$ cat config.mk
export PLATFORM = sky130hd
export DESIGN_NAME = rs_issue_scheduler
export DESIGN_NICKNAME = d
export VERILOG_FILES = /design/src/rtl/rs_issue_scheduler.sv
export SDC_FILE = /design/constraint.sdc
export NUM_CORES = 1
export LEC_CHECK = 0
export BUFFER_PORTS_ARGS = -buffer_cell sky130_fd_sc_hd__buf_2
export CAP_MARGIN = 20
export CORE_MARGIN = 1.5
export CORE_UTILIZATION = 44
export DETAILED_ROUTE_END_ITERATION = 8
export GPL_TIMING_DRIVEN = 0
export HOLD_SLACK_MARGIN = 0.15
export PLACE_DENSITY = 0.68
export SYNTH_ARGS = -nofsm -noshare
export SYNTH_HDL_FRONTEND = slang
export SYNTH_SLANG_ARGS = --single-unit
$ cat constraint.sdc
create_clock -name clk -period 2.2 [get_ports clk]
set_input_delay 0.22 -clock clk [delete_from_list [all_inputs] [get_ports clk]]
set_output_delay 0.22 -clock clk [all_outputs]
set_load 0.02 [all_outputs]
$ cat src/rtl/rs_issue_scheduler.sv
// rs_issue_scheduler: station allocator plus round-robin issue of ready stations to the FUs
// Ports:
//   clk, reset          - clock, synchronous active-high reset
//   mispredicted        - flush; suppresses allocation and new grants, clears pend
//   rs_busy, rs_ready   - per-station busy and operands-valid bits
//   alloc_req           - dispatch wants a station this cycle
//   fu_ready            - per-FU ready to accept an issue at the next edge
//   rs_dest             - free station index for dispatch, 3'b111 when none/no request
//   alloc_stall         - request pending with no free station
//   issue_valid/sel     - registered issue per FU, sel[2k+1:2k] is FU k's station
//   consumed_bus        - registered pulse clearing the issued stations
module rs_issue_scheduler #(
    parameter int NUM_FU = 2
) (
    input  logic                  clk,
    input  logic                  reset,
    input  logic                  mispredicted,
    input  logic [3:0]            rs_busy,
    input  logic [3:0]            rs_ready,
    input  logic                  alloc_req,
    input  logic [NUM_FU-1:0]     fu_ready,
    output logic [2:0]            rs_dest,
    output logic                  alloc_stall,
    output logic [NUM_FU-1:0]     issue_valid,
    output logic [2*NUM_FU-1:0]   issue_sel,
    output logic [3:0]            consumed_bus
);
    logic [1:0]          rr_ptr;
    logic [3:0]          pend;
    logic [3:0]          free;
    logic [3:0]          elig;
    logic [3:0]          grant_mask;
    logic [2:0]          lowest_free;
    logic [1:0]          idx;
    logic [1:0]          first_idx;
    logic [1:0]          second_idx;
    logic                first_found;
    logic                second_found;
    logic [1:0]          last_idx;
    logic [NUM_FU-1:0]   g_valid;
    logic [2*NUM_FU-1:0] g_sel;

    // a station being consumed is not free: its reset beats a same-cycle write
    assign free        = ~rs_busy & ~consumed_bus;
    assign elig        = rs_busy & rs_ready & ~pend;
    assign lowest_free = free[0] ? 3'd0 : free[1] ? 3'd1 : free[2] ? 3'd2 : free[3] ? 3'd3 : 3'b111;
    assign rs_dest     = (alloc_req && !mispredicted) ? lowest_free : 3'b111;
    assign alloc_stall = alloc_req & ~|free & ~mispredicted;

    // first and second eligible stations, searching upward from rr_ptr with wrap
    always_comb begin
        first_found  = 1'b0;
        second_found = 1'b0;
        first_idx    = 2'd0;
        second_idx   = 2'd0;
        idx          = 2'd0;
        for (int j = 0; j < 4; j++) begin
            idx = rr_ptr + 2'(j);
            if (elig[idx] && !first_found) begin
                first_found = 1'b1;
                first_idx   = idx;
            end else if (elig[idx] && !second_found) begin
                second_found = 1'b1;
                second_idx   = idx;
            end
        end
    end

    assign g_valid[0]  = fu_ready[0] & first_found & ~mispredicted;
    assign g_sel[1:0]  = first_idx;

    generate
        if (NUM_FU == 2) begin : g_two
            // FU1 takes the next station after FU0's, or the first one when FU0 is busy
            assign g_valid[1] = fu_ready[1] & ~mispredicted & (fu_ready[0] ? second_found : first_found);
            assign g_sel[3:2] = fu_ready[0] ? second_idx : first_idx;
            assign last_idx   = g_valid[1] ? g_sel[3:2] : g_sel[1:0];
        end else begin : g_one
            assign last_idx = g_sel[1:0];
        end
    endgenerate

    always_comb begin
        grant_mask = 4'b0000;
        for (int k = 0; k < NUM_FU; k++)
            grant_mask = grant_mask | (g_valid[k] ? (4'b0001 << g_sel[2*k +: 2]) : 4'b0000);
    end

    // pend covers the gap until the station's busy bit is seen low
    always_ff @(posedge clk) begin
        if (reset) begin
            rr_ptr       <= 2'd0;
            pend         <= 4'b0000;
            issue_valid  <= '0;
            issue_sel    <= '0;
            consumed_bus <= 4'b0000;
        end else begin
            pend         <= mispredicted ? 4'b0000 : (pend & rs_busy) | grant_mask;
            issue_valid  <= g_valid;
            issue_sel    <= g_sel;
            consumed_bus <= grant_mask;
            if (|g_valid)
                rr_ptr <= last_idx + 2'd1;
        end
    end
endmodule

# Word level (Yosys, flattened, before mapping)
# Index checks and enable logic that the tools add are counted.
# totals
ff_bits	16
latchBits	0
ramBits	0
rom_bits	0
input_bits	14
out_inout_bits	14
wordCells	89
memories	0
# classes
n_addsub	4
n_mul	0
n_div	0
n_lt_le_gt_ge	4
n_eq_ne	0
shifts	2
mux	40
bitwise_logic	16
reduce_logical	18
# op_table
op	n
2-bit two-way mux	13
4-bit bitwise AND	4
1-bit two-way mux	16
3-bit two-way mux	5
2-bit by 3-bit < comparator with 1-bit output, second input constant	4
4-bit inverter	3
1-bit binary-select mux with 2-bit select	4
1-bit zero test	8
4-bit two-way mux	2
4-bit bitwise OR	2
1-bit by 2-bit left shift with 4-bit output, first input constant	2
1-bit logical AND	7
1-bit bitwise AND	6
2-bit by 1-bit adder with 2-bit output, second input constant	2
2-bit adder, second input constant	2
2-bit OR reduction	2
4-bit OR reduction	1
1-bit inverter	1

# Logic depth before layout (Yosys ltp)
# Gate-level depths: netlist of run 1.
# logic_depth
depth_word	23
depth_mapped	8
ltp_nobuf	7

# Worst setup path before layout of run 1
# No wires, ideal clock.
# synth_path
path_kind	reg2reg
start	reg pend[0]
end	reg rr_ptr[1]
setup_ps	136
arrival_ps	1897
required_ps	2064
slack_ps	167
path_stages_with_launch	8
n_path_buf	0
synth_period_minus_slack_ps	2033
cell_sequence	dfxtp_1 -> nand3b_2 -> mux4_2 -> a211oi_2 -> nand2b_2 -> nor3_1 -> o311ai_0 -> o41ai_1
# synth_via
elab_chain_cells	22
word_cells_on_any_way	52
classes_between	1 x add/sub; 33 x mux; 5 x bitwise; 13 x reduce/logical
# synth_lines
item	line	text
start: declaration	29	logic [3:0] pend;
start signal: assignment	98	pend <= mispredicted ? 4'b0000 : (pend & rs_busy) | grant_mask;
4-bit inverter (*)	45	assign elig = rs_busy & rs_ready & ~pend;
4-bit bitwise AND (*)	45	
1-bit binary-select mux with 2-bit select	59, 62	
1-bit two-way mux (implied by the code)	59, 62	
1-bit two-way mux	59, 62	
1-bit two-way mux	59	if (elig[idx] && !first_found) begin
1-bit zero test	62	end else if (elig[idx] && !second_found) begin
1-bit logical AND	62	
[6 not listed]	-	
1-bit zero test	62	
1-bit logical AND	62	
1-bit two-way mux	62	
1-bit two-way mux	59	
1-bit two-way mux	75	assign g_valid[1] = fu_ready[1] & ~mispredicted & (fu_ready[0] ? second_found : first_found);
1-bit bitwise AND	75	
2-bit two-way mux	77	assign last_idx = g_valid[1] ? g_sel[3:2] : g_sel[1:0];
2-bit by 1-bit adder with 2-bit output	103	rr_ptr <= last_idx + 2'd1;
end signal: assignment	103	
end: declaration	28	logic [1:0] rr_ptr;
# Every way passes the cells marked *; elsewhere a longest branch is shown, timed or not. The select of a mux whose other input is x is not followed.
# A chain may end at the register's enable or synchronous reset.

# Worst setup path after layout of run 1
# layout_path
start	reg pend[1]
end	reg rr_ptr[1]
# The elaborated chain is that of the path after synthesis.

==> results of run 1 <==
[sequential cells by signal (all words and copies together) (netlist names)]
name / flops
issue_sel: 4
issue_valid: 2
rr_ptr: 2
pend: 4
consumed_bus: 4
[area by class of cell]
| type | count | area, sq um | share of cell area (%) |
|---|---|---|---|
| sequential | 16 | 325.3 | 19.68 |
| tap | 30 | 37.54 | 2.271 |
| multi-input combinational | 121 | 930.9 | 56.32 |
| buffer | 9 | 72.57 | 4.391 |
| inverter | 2 | 11.26 | 0.6813 |
| timing repair buffer | 41 | 252.7 | 15.29 |
| clock buffer | 3 | 22.52 | 1.363 |
[cells in the mapped netlist, types with 3 or more instances]
cell,n,share of area (%)
a211oi_2,3,3.2
a21oi_1,13,5.5
a31oi_1,4,2.1
and3_1,3,1.6
and3b_1,5,3.7
buf_2,3,1.3
dfxtp_1,16,27
nand2_1,9,2.9
nand3b_1,3,1.9
nand4b_1,3,2.2
nor2_1,17,5.4
nor2b_1,5,2.7
nor3_1,8,3.4
o21ai_0,11,4.7
[worst max-delay path by stage]
| stage | start | end | slack [ns] | cells after the start |
|---|---|---|---|---|
| after floorplan | pend[0] | rr_ptr[1] | 0.17 | 7 |
| after global placement | pend[1] | rr_ptr[1] | -0.05 | 7 |
| after detailed placement | pend[1] | rr_ptr[1] | -0.09 | 7 |
| after CTS | rr_ptr[1] | pend[3] | -0.002 | 8 |
| after global routing | pend[2] | pend[3] | -0.17 | 11 |
| final | pend[1] | rr_ptr[1] | -0.06 | 7 |
[cells by family (layout without fill, tap and decap cells)]
logic type | count (synthesis) | after routing
compound gates | 51 | 51
xor+xnor | 2 | 2
fa+ha+maj | 1 | 1
buf+inv | 11 | 55
flops | 16 | 16
mux | 1 | 1
simple gates | 66 | 66
[metrics by stage]
step	setup WS, ns	TNS [ns]
final	-0.06312	-0.1314
after global routing	-0.1691	-0.8574
after CTS	-0.001810	-0.001810
after detailed placement	-0.09345	-0.2251
after global placement	-0.04824	-0.08413
after floorplan	0.1666	0
[cells in the final DEF, fill, tap and decap left out, types with 3 or more instances in the layout]
cell type / count
and3_1: 3
buf_4: 14
nor3_1: 6
a21oi_1: 10
o21ai_0: 10
buf_6: 6
nor2_1: 16
nand4b_1: 3
dfxtp_1: 12
nor2b_1: 4
buf_2: 27
dfxtp_2: 4
a31oi_1: 4
nand2_1: 9
clkbuf_4: 3
nand3b_1: 3
and3b_1: 5
[critical path, stage by stage, from the launching register on]
cell and delay, ns:
dfxtp_2 0.32, nand3b_1 0.24, mux4_2 0.52, a211oi_4 0.34, nand2b_4 0.23, nor3_1 0.06, o311ai_1 0.30, o41ai_2 0.14
[power by group]
group	internal, W	switching (W)	total, W
registers	0.000306	0.00000956	0.000316
logic	0.000144	0.000206	0.000351
clock network	0.0000638	0.0000909	0.000155
total	0.000514	0.000307	0.000821
[routing by layer]
layer | track usage, % | share of wire [%] | vias up
met5 | 0 | 0 | -
li1 | - | - | 652
met4 | 14.58 | 3.5 | 0
met3 | 3.825 | 5.8 | 20
met2 | 39.29 | 49 | 72
met1 | 31.40 | 41 | 653
[timing repair]
item,4_1_cts,5_1_grt
setup buffers,2,12
hold buffers,1,0
setup endpoints to repair,8,10
resized for setup,6,36
gates cloned,0,0
pin swaps,2,17
hold endpoints to repair,1,0
==> flow_metrics.env, run 1 <==
export IMPL_status="complete, but fails checks"
export IMPL_violations="negative setup slack"
export IMPL_final_area_sq_um=1653
export IMPL_maxCapViolCount=0
export IMPL_dieArea_sq_um=2989
export IMPL_hp_class="primary input to register"
export IMPL_syn_avg_cell_area_sq_um=7.938
export IMPL_syn_num_nets=162
export IMPL_reg2reg_to="rr_ptr[1]"
export IMPL_vias=1397
export IMPL_finalPower_w=0.0008208
export IMPL_dp_cells=204
export IMPL_rows=18
export IMPL_synth_seq_cells=16
export IMPL_drive_above_1_share_pct=43.23
export IMPL_antennaDiodeCount=0
export IMPL_whs_ns=0.2246
export IMPL_ff2ff_setup_slack_ns=-0.06
export IMPL_core_sq_um=2500
export IMPL_cts_tree="done"
export IMPL_hold_violations=0
export IMPL_wl_mm=3.797
export IMPL_die_x_um=54.68
export IMPL_fmax_mhz=441.9
export IMPL_final_cells=222
export IMPL_fin_crit_sh_pct=102.9
export IMPL_final_util_pct=66.12
export IMPL_final_antenna_net_count=0
export IMPL_ys_seq_area_share_pct=27.26
export IMPL_syn_to_final_growth_pct=40.68
export IMPL_synth_compound_area_share_pct=30.03
export IMPL_synth_main_ff_cell="dfxtp_1"
export IMPL_die_y_um=54.68
export IMPL_worst_skew_pair_late_latency_ns=0.29
export IMPL_yosys_area_share_adder_pct=0.8520
export IMPL_critPathRequiredTime_ns=2.37
export IMPL_ys_async_sr_fraction_pct=0
export IMPL_setup_violations=4
export IMPL_p_per_area_nw_per_um2=496.6
export IMPL_startpoint_type="register"
export IMPL_clkTransAtPathRegs_ns=0.10
export IMPL_synth_xor_area_share_pct=1.491
export IMPL_wire_per_inst_um=17.10
export IMPL_antenna_found_initial=0
export IMPL_cts_htree_levels=1
export IMPL_clock_sinks=16
export IMPL_peakVddDrop_mv=0.4292
export IMPL_cts_made_buffers=3
export IMPL_endpoint_kind="register"
export IMPL_clock_path_buffers=2
export IMPL_slew_viol_final=0
export IMPL_maxSlewHeadroom_pct=70.37
export IMPL_gr_total_overflow=0
export IMPL_synthSimpleGateAreaFrac_pct=32.69
export IMPL_initial_core_util_pct=47.00
export IMPL_hold_depth=3
export IMPL_synthMuxAreaShare_pct=1.917
export IMPL_placed_area_sq_um=1343
export IMPL_viasPerCell=6.293
export IMPL_dr_first_iter_drc_count=64
export IMPL_r2r_start="pend[1]"
export IMPL_yosys_warnings=0
export IMPL_grt_setup_unrepaired="yes"
export IMPL_critPathMaxFanout=4
export IMPL_synth_cells=148
export IMPL_drc=0
export IMPL_nFillCells=204
export IMPL_fin_crit_ns=2.263
export IMPL_ios=28
export IMPL_dp_hpwl_mm=2.423
export IMPL_gp_congestion=0.8080
export IMPL_synth_top_family_by_area="simple AND/OR/NAND/NOR gates"
export IMPL_cts_root_buf="clkbuf_4"
export IMPL_worst_r2r_cell_count=7
export IMPL_cp_arrival_ns=2.43
export IMPL_first_pass_iters=4
export IMPL_finClkSkew_ns=0.01331
export IMPL_p_leak_nw=0.6673
export IMPL_syn_area_sq_um=1175
export IMPL_critPathKind="register to register"
export IMPL_hp_start="rs_busy[2]"
export IMPL_worstMarginPinSlew_ns=0.4444
export IMPL_portBuffers=26
export IMPL_grt_max_degree=11
export IMPL_timing_final_ws_setup_ns=-0.06312
export IMPL_grt_pass1_wl_mm=5.278
export IMPL_track_usage_pct=24.77
export IMPL_nets=208
export IMPL_grt_pass1_vias=1158
export IMPL_synth_edf_count=0
export IMPL_holdPathEnd="pend[2]"
export IMPL_ys_types=47
Note: power is estimated with default switching activity, not from simulation.
==> run 2: changes to the inputs <==
- RECOVER_POWER: not set -> 25
- SLEW_MARGIN: not set -> 20
==> run 2 against run 1 <==
Global-route usage unchanged. Flip-flop and latch count unchanged. Sequential power about the same. Via count increased by 0.14%. Clock skew about the same. The flow still finishes with violations (negative setup slack). Total power increased by 0.18%. Critical endpoint unchanged. Hold slack got worse by 0.0048 ns. Sequential share of layout area increased by 0.075 points. Maximum frequency increased by 0.19%.
==> flow_metrics.env, run 2 (synthesis gave the netlist of run 1 again) <==
export IMPL_clock_sinks=16
export IMPL_critPathMaxFanout=4
export IMPL_finClkSkew_ns=0.01343
export IMPL_status="complete, but fails checks"
export IMPL_final_cells=222
export IMPL_power_frac_comb_pct=42.5
export IMPL_power_frac_clock_pct=19.1
export IMPL_first_pass_iters=4
export IMPL_p_per_area_nw_per_um2=499.4
export IMPL_cp_arrival_ns=2.43
export IMPL_worst_skew_pair_late_latency_ns=0.30
export IMPL_cts_made_buffers=3
export IMPL_intPower_w=0.0005124
export IMPL_initial_core_util_pct=47.00
export IMPL_worstMarginPinSlew_ns=0.4529
export IMPL_antenna_found_initial=0
export IMPL_grt_pass1_vias=1158
export IMPL_dp_cells=204
export IMPL_cts_tree="done"
export IMPL_critPathMaxStageDelay_ns=0.52
export IMPL_startpoint="pend[1]"
export IMPL_final_area_sq_um=1647
export IMPL_met3_length_um=212
export IMPL_final_common_cell="buf_2"
export IMPL_drive_above_1_share_pct=40.63
export IMPL_grt_max_degree=11
export IMPL_peakVddDrop_mv=0.4233
export IMPL_hp_start="rs_busy[2]"
export IMPL_nets=208
export IMPL_grt_setup_unrepaired="yes"
export IMPL_wire_per_inst_um=17.18
export IMPL_nFillCells=208
export IMPL_gr_total_overflow=0
export IMPL_dieArea_sq_um=2989
export IMPL_critPathRequiredTime_ns=2.38
export IMPL_rows=18
export IMPL_setup_violations=4
export IMPL_die_x_um=54.68
export IMPL_wl_met1_mm=1.574
export IMPL_maxCapViolCount=0
export IMPL_ios=28
export IMPL_hp_class="primary input to register"
export IMPL_startpoint_type="register"
export IMPL_viasPerCell=6.302
export IMPL_critPathKind="register to register"
export IMPL_hold_violations=0
export IMPL_drc=0
export IMPL_vias=1399
export IMPL_grt_pass1_wl_mm=5.278
export IMPL_final_util_pct=65.87
export IMPL_dp_hpwl_mm=2.423
export IMPL_placed_area_sq_um=1343
export IMPL_maxSlewHeadroom_pct=69.80
export IMPL_fin_crit_sh_pct=102.7
export IMPL_cts_root_buf="clkbuf_4"
export IMPL_clock_path_buffers=2
export IMPL_final_antenna_net_count=0
export IMPL_endpoint_kind="register"
export IMPL_r2r_start="pend[1]"
export IMPL_sw_frac_of_total_pct=37.69
export IMPL_track_usage_pct=24.77
export IMPL_wl_met2_mm=1.909
export IMPL_antennaDiodeCount=0
export IMPL_crit_path_cell_trace="nand3b_1 -> mux4_2 -> a211oi_4 -> nand2b_4 -> nor3_1 -> o311ai_1 -> o41ai_2"
export IMPL_setup_tns_final_ns=-0.1426
export IMPL_die_y_um=54.68
export IMPL_cts_htree_levels=1
export IMPL_syn_to_final_growth_pct=40.15
export IMPL_portBuffers=26
export IMPL_power_frac_seq_pct=38.4
export IMPL_cp_slowest_cell="mux4_2"
export IMPL_gp_congestion=0.8080
export IMPL_wl_mm=3.814
export IMPL_fmax_mhz=442.7
export IMPL_violations="negative setup slack"
export IMPL_fin_crit_ns=2.259
export IMPL_p_sw_w=0.0003099
export IMPL_biggestRegsByFlops="consumed_bus x4, issue_sel x4, pend x4"
export IMPL_p_leak_nw=0.6474
export IMPL_routed_top_layer="met4"
export IMPL_slew_viol_final=0
export IMPL_clkTransAtPathRegs_ns=0.10
export IMPL_dr_first_iter_drc_count=64
export IMPL_timing_final_ws_setup_ns=-0.05884
export IMPL_layout_common_cells="buf_2 (22), nor2_1 (16), buf_4 (14), dfxtp_1 (12)"
export IMPL_whs_ns=0.2198
export IMPL_core_sq_um=2500
-- run 2: cell count changes in the layout (fill, tap and decap cells not counted) --
cell and change:
buf_2 -5, clkbuf_1 +5
-- run 2: stage by stage --
| stage | power (W) | worst slack [ns] |
|---|---|---|
| floorplan | 0.0005022 | 0.1666 |
| global placement | 0.0005670 | -0.04824 |
| detailed placement | 0.0005755 | -0.09345 |
| CTS | 0.0007370 | -0.001810 |
| global route | 0.0008562 | -0.1691 |
| finish | 0.0008223 | -0.05884 |
-- run 2: layer usage --
layer  up-vias  global-route usage [%]
met3        16                   3.825
met5         -                       0
met2        68                   39.29
li1        653                       -
met1       662                   31.40
met4         0                   14.58
-- run 2: what timing repair did --
| item | CTS | global route |
|---|---|---|
| resized for setup | 6 | 36 |
| pin swaps | 2 | 17 |
| gates cloned | 0 | 0 |
| endpoints found under the setup margin | 8 | 10 |
| endpoints found under the hold margin | 1 | 0 |
| hold buffers | 1 | 0 |
| setup buffers | 2 | 12 |
-- run 2: power groups by stage --
| stage | Clock, W | Combinational, W | Sequential [W] |
|---|---|---|---|
| 2_1_floorplan | 0 | 0.000170 | 0.000332 |
| 3_5_place_dp | 0 | 0.000255 | 0.000321 |
| 3_3_place_gp | 0 | 0.000247 | 0.000320 |
| 4_1_cts | 0.000156 | 0.000267 | 0.000314 |
| 5_1_grt | 0.000167 | 0.000372 | 0.000318 |
| 6_report | 0.000157 | 0.000349 | 0.000316 |
-- run 2: area by class of cell --
class / count / area (sq um) / share of cell area (%)
flip-flops and latches: 16 / 325.3 / 19.76
multi-input cells: 121 / 930.9 / 56.53
inverters: 2 / 11.26 / 0.6839
repair buffers: 41 / 246.5 / 14.97
well taps: 30 / 37.54 / 2.280
clock buffers: 3 / 22.52 / 1.368
plain buffers: 9 / 72.57 / 4.407
-- run 2: worst max-delay path, delay by kind of cell (launching register included) --
family	cells	cell delay, ns
AO/OA/AOI/OAI	3	0.77
multiplexers	1	0.52
AND/OR/NAND/NOR	3	0.53
flip-flops	1	0.32
-- run 2: worst paths after layout --
| check | end | slack [ns] | depth (start not counted) |
|---|---|---|---|
| setup reg to reg | rr_ptr[1] | -0.06 | 7 |
| hold / removal | pend[2] | 0.22 | 3 |
| setup / recovery | rr_ptr[1] | -0.06 | 7 |
| hold reg to reg | pend[2] | 0.48 | 2 |
